[src/rtl/display_menu_ctrl.sv]
// On-screen menu controller: debounced buttons drive a HIDDEN/MAIN/ADJUST menu;
// the renderer sees a shadow copy of the working registers, refreshed only on frame_tick.
module display_menu_ctrl #(
  parameter int SCROLL_MAX  = 1279,
  parameter int SCROLL_STEP = 2
) (
  input  logic        CLK_VGA,
  input  logic        RESET,
  input  logic        btn_up,
  input  logic        btn_down,
  input  logic        btn_sel,
  input  logic        btn_back,
  input  logic        frame_tick,
  output logic [1:0]  Color_Scheme,
  output logic        Axis_On,
  output logic        Grid_On,
  output logic        Tick_On,
  output logic        menu_visible,
  output logic [2:0]  cursor_index,
  output logic        adjust_active,
  output logic [10:0] scroll_offset
);

  typedef enum logic [1:0] {HIDDEN = 2'd0, MAIN = 2'd1, ADJUST = 2'd2} state_t;

  localparam logic [11:0] STEP12 = 12'(SCROLL_STEP);
  localparam logic [11:0] MAX12  = 12'(SCROLL_MAX);

  logic [3:0] btn_s, btn_r, btn_prev_r, rise_s;
  logic       primed_r;
  logic       ev_back_s, ev_sel_s, ev_up_s, ev_down_s;

  state_t     state_r, state_s;
  logic [2:0] cursor_r, cursor_s;
  logic [1:0] scheme_r, scheme_s, pending_r, pending_s;
  logic       axis_r, axis_s, grid_r, grid_s, tick_r, tick_s, scroll_en_r, scroll_en_s;
  logic [11:0] scroll_sum_s, scroll_wrap_s;

  assign btn_s = {btn_back, btn_sel, btn_up, btn_down};

  // Button history; the first sample after reset primes both stages so a held button is not an edge.
  always_ff @(posedge CLK_VGA or posedge RESET) begin
    if (RESET) begin
      btn_r      <= 4'd0;
      btn_prev_r <= 4'd0;
      primed_r   <= 1'b0;
    end else if (!primed_r) begin
      btn_r      <= btn_s;
      btn_prev_r <= btn_s;
      primed_r   <= 1'b1;
    end else begin
      btn_r      <= btn_s;
      btn_prev_r <= btn_r;
    end
  end

  // Rising-edge events with back > sel > up > down priority.
  always_comb begin
    rise_s    = btn_r & ~btn_prev_r;
    ev_back_s = rise_s[3];
    ev_sel_s  = rise_s[2] & ~rise_s[3];
    ev_up_s   = rise_s[1] & ~(|rise_s[3:2]);
    ev_down_s = rise_s[0] & ~(|rise_s[3:1]);
  end

  // Menu state and working registers.
  always_ff @(posedge CLK_VGA or posedge RESET) begin
    if (RESET) begin
      state_r     <= HIDDEN;
      cursor_r    <= 3'd0;
      scheme_r    <= 2'd0;
      pending_r   <= 2'd0;
      axis_r      <= 1'b1;
      grid_r      <= 1'b1;
      tick_r      <= 1'b1;
      scroll_en_r <= 1'b0;
    end else begin
      state_r     <= state_s;
      cursor_r    <= cursor_s;
      scheme_r    <= scheme_s;
      pending_r   <= pending_s;
      axis_r      <= axis_s;
      grid_r      <= grid_s;
      tick_r      <= tick_s;
      scroll_en_r <= scroll_en_s;
    end
  end

  // Next-state and working-register update.
  always_comb begin
    state_s     = state_r;
    cursor_s    = cursor_r;
    scheme_s    = scheme_r;
    pending_s   = pending_r;
    axis_s      = axis_r;
    grid_s      = grid_r;
    tick_s      = tick_r;
    scroll_en_s = scroll_en_r;
    case (state_r)
      HIDDEN: begin
        if (ev_sel_s) begin
          state_s  = MAIN;
          cursor_s = 3'd0;
        end else begin
          state_s = HIDDEN;
        end
      end
      MAIN: begin
        if (ev_back_s) begin
          state_s = HIDDEN;
        end else if (ev_sel_s) begin
          case (cursor_r)
            3'd0: axis_s      = ~axis_r;
            3'd1: grid_s      = ~grid_r;
            3'd2: tick_s      = ~tick_r;
            3'd3: begin
              state_s   = ADJUST;
              pending_s = scheme_r;
            end
            3'd4: scroll_en_s = ~scroll_en_r;
            default: cursor_s = 3'd0;
          endcase
        end else if (ev_up_s) begin
          cursor_s = (cursor_r == 3'd0) ? 3'd4 : cursor_r - 3'd1;
        end else if (ev_down_s) begin
          cursor_s = (cursor_r >= 3'd4) ? 3'd0 : cursor_r + 3'd1;
        end else begin
          state_s = MAIN;
        end
      end
      ADJUST: begin
        if (ev_back_s) begin
          state_s = MAIN;
        end else if (ev_sel_s) begin
          scheme_s = pending_r;
          state_s  = MAIN;
        end else if (ev_up_s) begin
          pending_s = pending_r + 2'd1;
        end else if (ev_down_s) begin
          pending_s = pending_r - 2'd1;
        end else begin
          state_s = ADJUST;
        end
      end
      default: state_s = HIDDEN;
    endcase
  end

  // 12-bit scroll sum so the wrap compare cannot overflow.
  always_comb begin
    scroll_sum_s = {1'b0, scroll_offset} + STEP12;
    if (scroll_sum_s > MAX12) begin
      scroll_wrap_s = scroll_sum_s - MAX12 - 12'd1;
    end else begin
      scroll_wrap_s = scroll_sum_s;
    end
  end

  // Shadow commit: outputs follow the pre-edge working values only on frame_tick.
  always_ff @(posedge CLK_VGA or posedge RESET) begin
    if (RESET) begin
      Color_Scheme  <= 2'd0;
      Axis_On       <= 1'b1;
      Grid_On       <= 1'b1;
      Tick_On       <= 1'b1;
      menu_visible  <= 1'b0;
      cursor_index  <= 3'd0;
      adjust_active <= 1'b0;
      scroll_offset <= 11'd0;
    end else if (frame_tick) begin
      Color_Scheme  <= (state_r == ADJUST) ? pending_r : scheme_r;
      Axis_On       <= axis_r;
      Grid_On       <= grid_r;
      Tick_On       <= tick_r;
      menu_visible  <= (state_r != HIDDEN);
      cursor_index  <= cursor_r;
      adjust_active <= (state_r == ADJUST);
      if (scroll_en_r) begin
        scroll_offset <= 11'(scroll_wrap_s);
      end
    end
  end

endmodule

[config.mk]
export PLATFORM = sky130hd
export DESIGN_NAME = display_menu_ctrl
export DESIGN_NICKNAME = d
export VERILOG_FILES = /design/src/rtl/display_menu_ctrl.sv
export SDC_FILE = /design/constraint.sdc
export NUM_CORES = 1
export LEC_CHECK = 0
export CAP_MARGIN = 20
export CORE_MARGIN = 10
export CORE_UTILIZATION = 34
export CTS_CLUSTER_SIZE = 20
export DETAILED_ROUTE_END_ITERATION = 6
export DONT_BUFFER_PORTS = 1
export GPL_TIMING_DRIVEN = 0
export PLACE_DENSITY_LB_ADDON = 0.08
export SLEW_MARGIN = 20
export SYNTH_ARGS = -nofsm -noshare
export SYNTH_HDL_FRONTEND = slang
export SYNTH_SLANG_ARGS = --single-unit
[constraint.sdc]
create_clock -name CLK_VGA -period 2.8 [get_ports CLK_VGA]
set_clock_uncertainty 0.2 [all_clocks]
set_input_delay 0.84 -clock CLK_VGA [delete_from_list [all_inputs] [get_ports CLK_VGA]]
set_output_delay 0.84 -clock CLK_VGA [all_outputs]
set_load 0.05 [all_outputs]
==> results of run 1 <==
[flip-flops by register name (all words and copies together), names as in the netlist, 2 cells and up]
register,cells
cursor_r,3
btn_prev_r,4
state_r,2
Color_Scheme,2
btn_r,4
scroll_offset,10
pending_r,2
cursor_index,3
scheme_r,2
[power by group through the flow]
stage / logic [mW] / clock network, mW / registers (mW)
floorplan: 0.318 / 0 / 1.12
global placement: 0.376 / 0 / 1.16
detailed placement: 0.390 / 0 / 1.17
CTS: 0.393 / 0.487 / 1.16
global route: 0.446 / 0.516 / 1.18
finish: 0.388 / 0.472 / 1.15
[cell type report]
class	instances	area, um^2
plain buffers	7	31.3
clock buffers	5	68.8
clock inverters	3	40.0
fillers	598	3600
inverters	8	30.0
multi-input cells	142	1030
flip-flops and latches	42	1070
well taps	75	93.8
repair buffers	1	27.5
[worst max-delay path by stage]
stage                          start                to  depth (start not counted)
finish              scroll_offset[1]  scroll_offset[9]                          9
global route        scroll_offset[1]  scroll_offset[9]                          9
CTS                 scroll_offset[1]  scroll_offset[8]                         10
detailed placement  scroll_offset[1]  scroll_offset[8]                         10
global placement    scroll_offset[1]  scroll_offset[8]                         10
floorplan           scroll_offset[1]  scroll_offset[8]                         10
[cells in the final DEF, fill, tap and decap left out, drive strengths merged, types with 3 or more instances in the layout]
cell type,instances
nand3,7
xnor2,8
nor2b,4
o311ai,4
nor3,4
a21oi,9
nand2b,5
ha,9
clkbuf,10
o21ai,8
inv,8
xor2,7
mux2,15
dfrtp,36
buf,3
dfstp,6
o21a,3
nand2,15
nor2,16
[synth_stat cells, drive strengths merged, types with 2 or more instances]
library cell / instances
dfrtp: 36
nor2: 16
mux2: 15
nand2: 15
a21oi: 9
ha: 9
inv: 8
o21ai: 8
xnor2: 8
nand3: 7
xor2: 7
dfstp: 6
clkbuf: 5
nand2b: 5
nor2b: 4
nor3: 4
o311ai: 4
o21a: 3
a211oi: 2
and3: 2
buf: 2
conb: 2
mux2i: 2
nand4: 2
nor4: 2
o2bb2ai: 2
or3: 2
[layer usage]
layer  vias up  GRT usage
li1        711          -
met1       733      0.116
met2        27      0.128
met3         5     0.0422
met4         0     0.0298
met5         -          0
[timing repair]
| item | in CTS | in global routing |
|---|---|---|
| setup endpoints to repair | 3 | 2 |
| hold buffers | 0 | 0 |
| buffers inserted | 0 | 0 |
| gates resized for setup | 5 | 9 |
[stage by stage]
step                      hold WS [ns]   util
after floorplan                  0.267      -
final                            0.226  0.398
after CTS                        0.232  0.395
after global routing             0.250  0.398
after detailed placement         0.279  0.376
after global placement           0.278  0.371
[cells by family after synthesis]
family,synth area share
AOI/OAI and AO/OA,0.119
xor gates and xnor gates,0.0617
adders and majority gates,0.0529
buffers and inverters,0.0288
DFF,0.497
muxes,0.0905
other,0.00353
and+or+nand+nor,0.146
==> results.md, run 1 <==
* Unrepaired setup endpoints after global routing: yes
* Vias at 1476
* # IOs at 28
* CTS root buf: clkbuf_8
* Clock insertion delay at the later pin of the skew report at 0.29 ns
* Initial Util at 0.355
* Tcrit/Tclk final at 0.955
* # rows at 28
* Slew @ Worst Pin at 0.515 ns
* Rel. slew slack at 0.654
* Critical path class: flop to flop
* Register area share after synthesis at 0.497
* Worst hold path type: primary input to asynchronous set/reset pin
* #FFs+latches synth at 42
* Syn Inst Count at 199
* CTS Sinks at 42
* DRT iter0 DRCs at 101
* CP delay by family, top: compound AO/OA/AOI/OAI gates
* Crit-path slowest cell: dfrtp_2
* First-pass GRT wire length at 7.21 mm
* TNS Setup at 0 ns
* Synth area leaders: dfrtp_1 (42%), dfstp_2 (7.4%), mux2_2 (7.4%)
* Worst path cell trace: ha_1 -> nand2_1 -> nor3_4 -> nand2_1 -> xor2_1 -> ha_2 -> inv_1 -> a2111oi_1 -> a211o_1
* Pin count of the biggest net entering global routing at 24
* DR pass1 iterations at 4
* Status: finished, final reports clean
* Synth Cell Area at 0.00213 mm^2
* Initial antenna violation count at 0
* Hold Vio Cnt, Final at 0
* Number of port buffers at 0
* Combinational power share at 0.193
* Worst Path Buf+Inv at 1
* Placed inst area at 0.00225 mm^2
* Post-DR vias/cell at 5.22
* Yosys warns at 0
* Final Max Tran Viols at 0
* Final RePlAce weighted congestion at 0.779
* Routed wl met2 at 1.90 mm
* Post-synth cell types at 44
* Main flop type after synthesis: dfrtp_1
* Beginning of the worst register-to-register path: scroll_offset[1]
* Max-cap violations at 0
* Pre-CTS setup slack at -0.223 ns
* Antenna-violating nets left at 0
* DIE AREA at 0.00982 mm^2
* Final nets at 223
* Leak Pwr at 1.01 nW
* Max Fanout on Critical Path at 4
* Crit Reg-Reg Endpoint: scroll_offset[9]
* Share of layout cells above drive strength 1 at 0.231
* Syn nets at 215
* H-tree depth at 2
* Die Height at 99.1 um
* Setup violations, final at 0
* Cell-internal power at 1.23 mW
* Pwr dens at 844 mW/mm^2
* Post-synth EDFFs at 0
* Final Non-Filler Cells at 283
* Top layer in use: met4
* FF-to-FF setup slack at 0.13 ns
* Placed wire-length estimate at 3.26 mm
* Post-synth ARST share at 1.00
* Design Area, Final at 0.00239 mm^2
* Clock network power share at 0.235
* Maximum clock frequency at 374 MHz
* Most used cell, CP: nand2_1
* Total wire length at 4.34 mm
* Metal3 WL at 308 um
* Clk buf depth at 2
* VDD IR-drop max at 0.000486 V
* R2R cell count at 9
* Antenna diodes at 0
* Sw Pwr at 0.782 mW
* Die X at 99.1 um
* Met1 wire length at 2.09 mm
* Top cell type's share of synthesized area at 0.423
* Leading area contributor after synthesis: dfrtp_1
* Drt drc at 0
* Drt wl/cell at 15.3 um
* Placed Cells at 275
* Vias in the first global route at 1432
* Fin worst setup slack at 0.126 ns
* Avg Cell Area, Syn at 10.7 um^2
* Startpoint Class: flop
* CP Data Arrival Time at 2.71 ns
* Grt total ovfl at 0
* CP endpoint kind: flop
* Final Critical Period at 2.67 ns
* Area grow syn2layout at 12.1%
* Pwr Total at 2.01 mW
* CTS tree: yes
* Net Sw Frac at 0.388
* CP max stage delay at 0.56 ns
* CP Data Required Time at 2.84 ns
* Core footprint at 0.00599 mm^2
* Total track usage at 0.0898
* Clock transition at the registers of the reported paths at 0.08 ns
* Sequential share of power at 0.573
* Inserted Clock Buffers at 5
Power figures use the tool's default switching activity.
==> run 2: changes to the inputs <==
--- a/config.mk
+++ b/config.mk
@@ -5,6 +5,7 @@
 export SDC_FILE = /design/constraint.sdc
 export NUM_CORES = 1
 export LEC_CHECK = 0
+export ABC_AREA = 1
 export CAP_MARGIN = 20
 export CORE_MARGIN = 10
 export CORE_UTILIZATION = 34
@@ -13,6 +14,7 @@
 export DONT_BUFFER_PORTS = 1
 export GPL_TIMING_DRIVEN = 0
 export PLACE_DENSITY_LB_ADDON = 0.08
+export SETUP_SLACK_MARGIN = 0.4
 export SLEW_MARGIN = 20
 export SYNTH_ARGS = -nofsm -noshare
 export SYNTH_HDL_FRONTEND = slang
==> results.md, run 2 <==
* Vias in the first global route at 1597 (+12%)
* H-tree depth at 2 (unchanged)
* DIE AREA at 0.0101 mm^2 (+2.7%)
* Post-DR vias/cell at 4.66 (-11%)
* CP max stage delay at 0.57 ns (about the same)
* Worst Path Buf+Inv at 3 (+2)
* Drt wl/cell at 13.2 um (-14%)
* VDD IR-drop max at 0.000488 V (+0.55%)
* Worst Setup SP: scroll_offset[1]
* Placed wire-length estimate at 3.50 mm (+7.4%)
* Critical path class: flop to flop
* Biggest regs: scroll_offset (10), btn_prev_r (4), btn_r (4)
* CP endpoint: scroll_offset[8]
* Antenna-violating nets left at 0 (unchanged)
* Clock transition at the registers of the reported paths at 0.08 ns (about the same)
* Avg Cell Area, Syn at 8.63 um^2 (-19%)
* Final Max Tran Viols at 0 (unchanged)
* Maximum clock frequency at 444 MHz (+19%)
* Antenna diodes at 0 (unchanged)
* Compound-Gate Fraction of Synth Area at 0.0887 (-0.0307)
* Post-synth EDFFs at 0 (unchanged)
* Number of flip-flops in the largest register at 10 (unchanged)
* Vias at 1593 (+7.9%)
* Clock insertion delay at the later pin of the skew report at 0.29 ns (about the same)
* Clk buf depth at 2 (unchanged)
* CP delay by family, top: simple AND/OR/NAND/NOR gates
* Initial antenna violation count at 0 (unchanged)
* Rel. slew slack at 0.605 (-0.0496)
* TNS Setup at 0 ns (unchanged)
* Share of layout cells above drive strength 1 at 0.223 (-0.00813)
* R2R cell count at 14 (+5)
* Most frequent cells in the layout: nand2_1 (67), dfrtp_1 (28), inv_1 (20), nor2_1 (20), o21ai_0 (18)
* Total wire length at 4.50 mm (+3.6%)
* Worst hold slack at 0.176 ns (-0.0503 ns)
* Tcrit/Tclk final at 0.805 (-0.150)
* Syn Inst Count at 255 (+28%)
* Post-synthesis adder-cell area fraction at 0.0512 (-0.00174)
* Drt drc at 0 (unchanged)
* Max-cap violations at 0 (unchanged)
* Most common cell in the netlist: nand2_1
* Fraction of synthesized cell area in xor and xnor cells at 0.0398 (-0.0219)
* Worst path cell trace: ha_2 -> inv_1 -> nor2_2 -> nand2_1 -> or2_0 -> nand2_1 -> inv_1 -> ha_1 -> inv_1 -> nand3_2 -> nand2_2 -> nand2_1 -> nand3_1 -> nand2_1
* Setup violations, final at 0 (unchanged)
* Largest family of logic cells by synthesized area: simple AND/OR/NAND/NOR gates
* Syn nets at 271 (+26%)
* Slew @ Worst Pin at 0.593 ns (+0.0784 ns)
* Total track usage at 0.0935 (+0.00372)
* Inserted Clock Buffers at 5 (unchanged)
* Beginning of the worst register-to-register path: scroll_offset[1]
* Synth area leaders: dfrtp_1 (41%), nand2_1 (12%), dfstp_2 (7.2%)
* Most used cell, CP: nand2_1
* Initial Util at 0.349 (-0.00667)
* Core footprint at 0.00631 mm^2 (+5.4%)
* CTS Sinks at 42 (unchanged)
* Register area share after synthesis at 0.481 (-0.0164)
* Die X at 100 um (+1.3%)
* CP endpoint kind: flop
* Mux cell area share after synthesis at 0.0102 (-0.0803)
* Most common cell after layout, fill and taps aside: nand2_1
* Util after Layout at 0.389 (-0.00887)
* Synth Area in Simple Gates at 0.264 (+0.118)
* Crit-path slowest cell: dfrtp_2
* CTS root buf: clkbuf_8
* CP Data Arrival Time at 2.24 ns (-0.47 ns)
* Synth Cell Area at 0.00220 mm^2 (+3.4%)
* # IOs at 28 (unchanged)
* #FFs+latches synth at 42 (unchanged)
* Final Critical Period at 2.25 ns (-0.419 ns)
* Grt total ovfl at 0 (unchanged)
* Leading area contributor after synthesis: dfrtp_1
* Final RePlAce weighted congestion at 0.802 (+3.0%)
* Synth top cells by count: nand2_1 (68), dfrtp_1 (36), inv_1 (21), nor2_1 (21), o21ai_0 (18)
* Levels on crit path at 14 (+5)
* Post-synth ARST share at 1.00 (unchanged)
* Pin count of the biggest net entering global routing at 31 (+29%)
* Number of port buffers at 0 (unchanged)
* Status: finished, final reports clean
* Max Fanout on Critical Path at 4 (unchanged)
* Startpoint Class: flop
* DRT iter0 DRCs at 49 (-51%)
* Crit Reg-Reg Endpoint: scroll_offset[8]
* CP Data Required Time at 2.78 ns (-0.06 ns)
* DR pass1 iterations at 4 (unchanged)
* CTS tree: yes
* Main flop type after synthesis: dfrtp_1
* Final nets at 280 (+26%)
* Area grow syn2layout at 11.7%
* Post-synth cell types at 36 (-18%)
* Worst hold path type: primary input to asynchronous set/reset pin
* Hold Vio Cnt, Final at 0 (unchanged)
* Top cell type's share of synthesized area at 0.409 (-0.0140)
* Yosys warns at 0 (unchanged)
* FF-to-FF setup slack at 0.55 ns (+0.42 ns)
* First-pass GRT wire length at 7.76 mm (+7.7%)
* Die Height at 100 um (+1.3%)
* Largest Register: scroll_offset
* Unrepaired setup endpoints after global routing: no
* # fillers at 664 (+11%)
* Pwr dens at 896 mW/mm^2 (+6.2%)
* # rows at 29 (+3.6%)
* Leak Pwr at 1.16 nW (+15%)
==> run 2: cell count changes in the layout (fill, tap and decap cells not counted), moves of 7 or more <==
| cell | before | now |
|---|---|---|
| o21ai_0 | 7 | 18 |
| mux2_2 | 14 | 2 |
| nand2_1 | 15 | 67 |
| inv_2 | 1 | 8 |
| nand3_1 | 7 | 15 |
| inv_1 | 7 | 20 |
==> run 2: layout make-up <==
cell class                 count  area (um^2)  area share
clock buffer                   7         86.3      0.0351
inverter                      30          120      0.0489
tap                           77         96.3      0.0392
sequential                    42         1070       0.435
clock inverter                 1         30.0      0.0122
buffer                         3         16.3     0.00662
multi-input combinational    180         1010       0.412
timing repair buffer           2         27.5      0.0112
==> run 2: kinds of logic after synthesis <==
| group | after synthesis |
|---|---|
| fa+ha+maj | 9 |
| buf+inv | 33 |
| other cells | 2 |
| mux | 2 |
| compound gates | 34 |
| flops | 42 |
| xor+xnor | 10 |
| simple gates | 123 |
==> run 2: worst min-delay path by stage <==
stage | depth (start not counted) | to | slack [ns] | startpoint
3_3_place_gp | 1 | scroll_en_r | 0.26 | scroll_en_r
5_1_grt | 1 | cursor_index[2] | 0.18 | RESET
2_1_floorplan | 1 | scroll_en_r | 0.25 | scroll_en_r
4_1_cts | 1 | cursor_index[2] | 0.18 | RESET
3_5_place_dp | 1 | scroll_en_r | 0.27 | scroll_en_r
6_report | 1 | menu_visible | 0.18 | RESET
==> run 2: power by group <==
part | leakage (nW) | switching [mW] | internal [mW] | total (mW)
logic | 0.594 | 0.342 | 0.199 | 0.541
clock network | 0.0585 | 0.203 | 0.291 | 0.494
registers | 0.509 | 0.387 | 0.781 | 1.17
total | 1.16 | 0.932 | 1.27 | 2.20
==> run 2: routing by layer <==
metal | up-vias | global-route usage | part of all wire
met5 | - | 0 | 0
met4 | 0 | 0.0293 | 0.012
met3 | 5 | 0.0309 | 0.059
met2 | 30 | 0.147 | 0.47
met1 | 731 | 0.118 | 0.46
li1 | 827 | - | -
==> run 2: worst reg2reg max path: cells and delay by family (launching register included) <==
| kind | cells | cell delay (ns) |
|---|---|---|
| buffers and inverters | 3 | 0.15 |
| DFF | 1 | 0.57 |
| adders and majority gates | 2 | 0.42 |
| and+or+nand+nor | 9 | 0.80 |
==> run 2: per-stage QoR <==
stage	worst slack [ns]	instances	power (mW)	area [um^2]
floorplan	0.500	255	1.58	2200
global placement	0.211	332	1.72	2300
detailed placement	0.321	333	1.73	2320
CTS	0.417	341	2.24	2440
global route	0.406	342	2.37	2460
finish	0.545	342	2.20	2460
==> run 2: timing repair <==
item	in CTS	in global routing
setup endpoints to repair	3	3
setup buffers	0	1
pin swaps	0	1
resized for setup	3	8
hold buffers	0	0
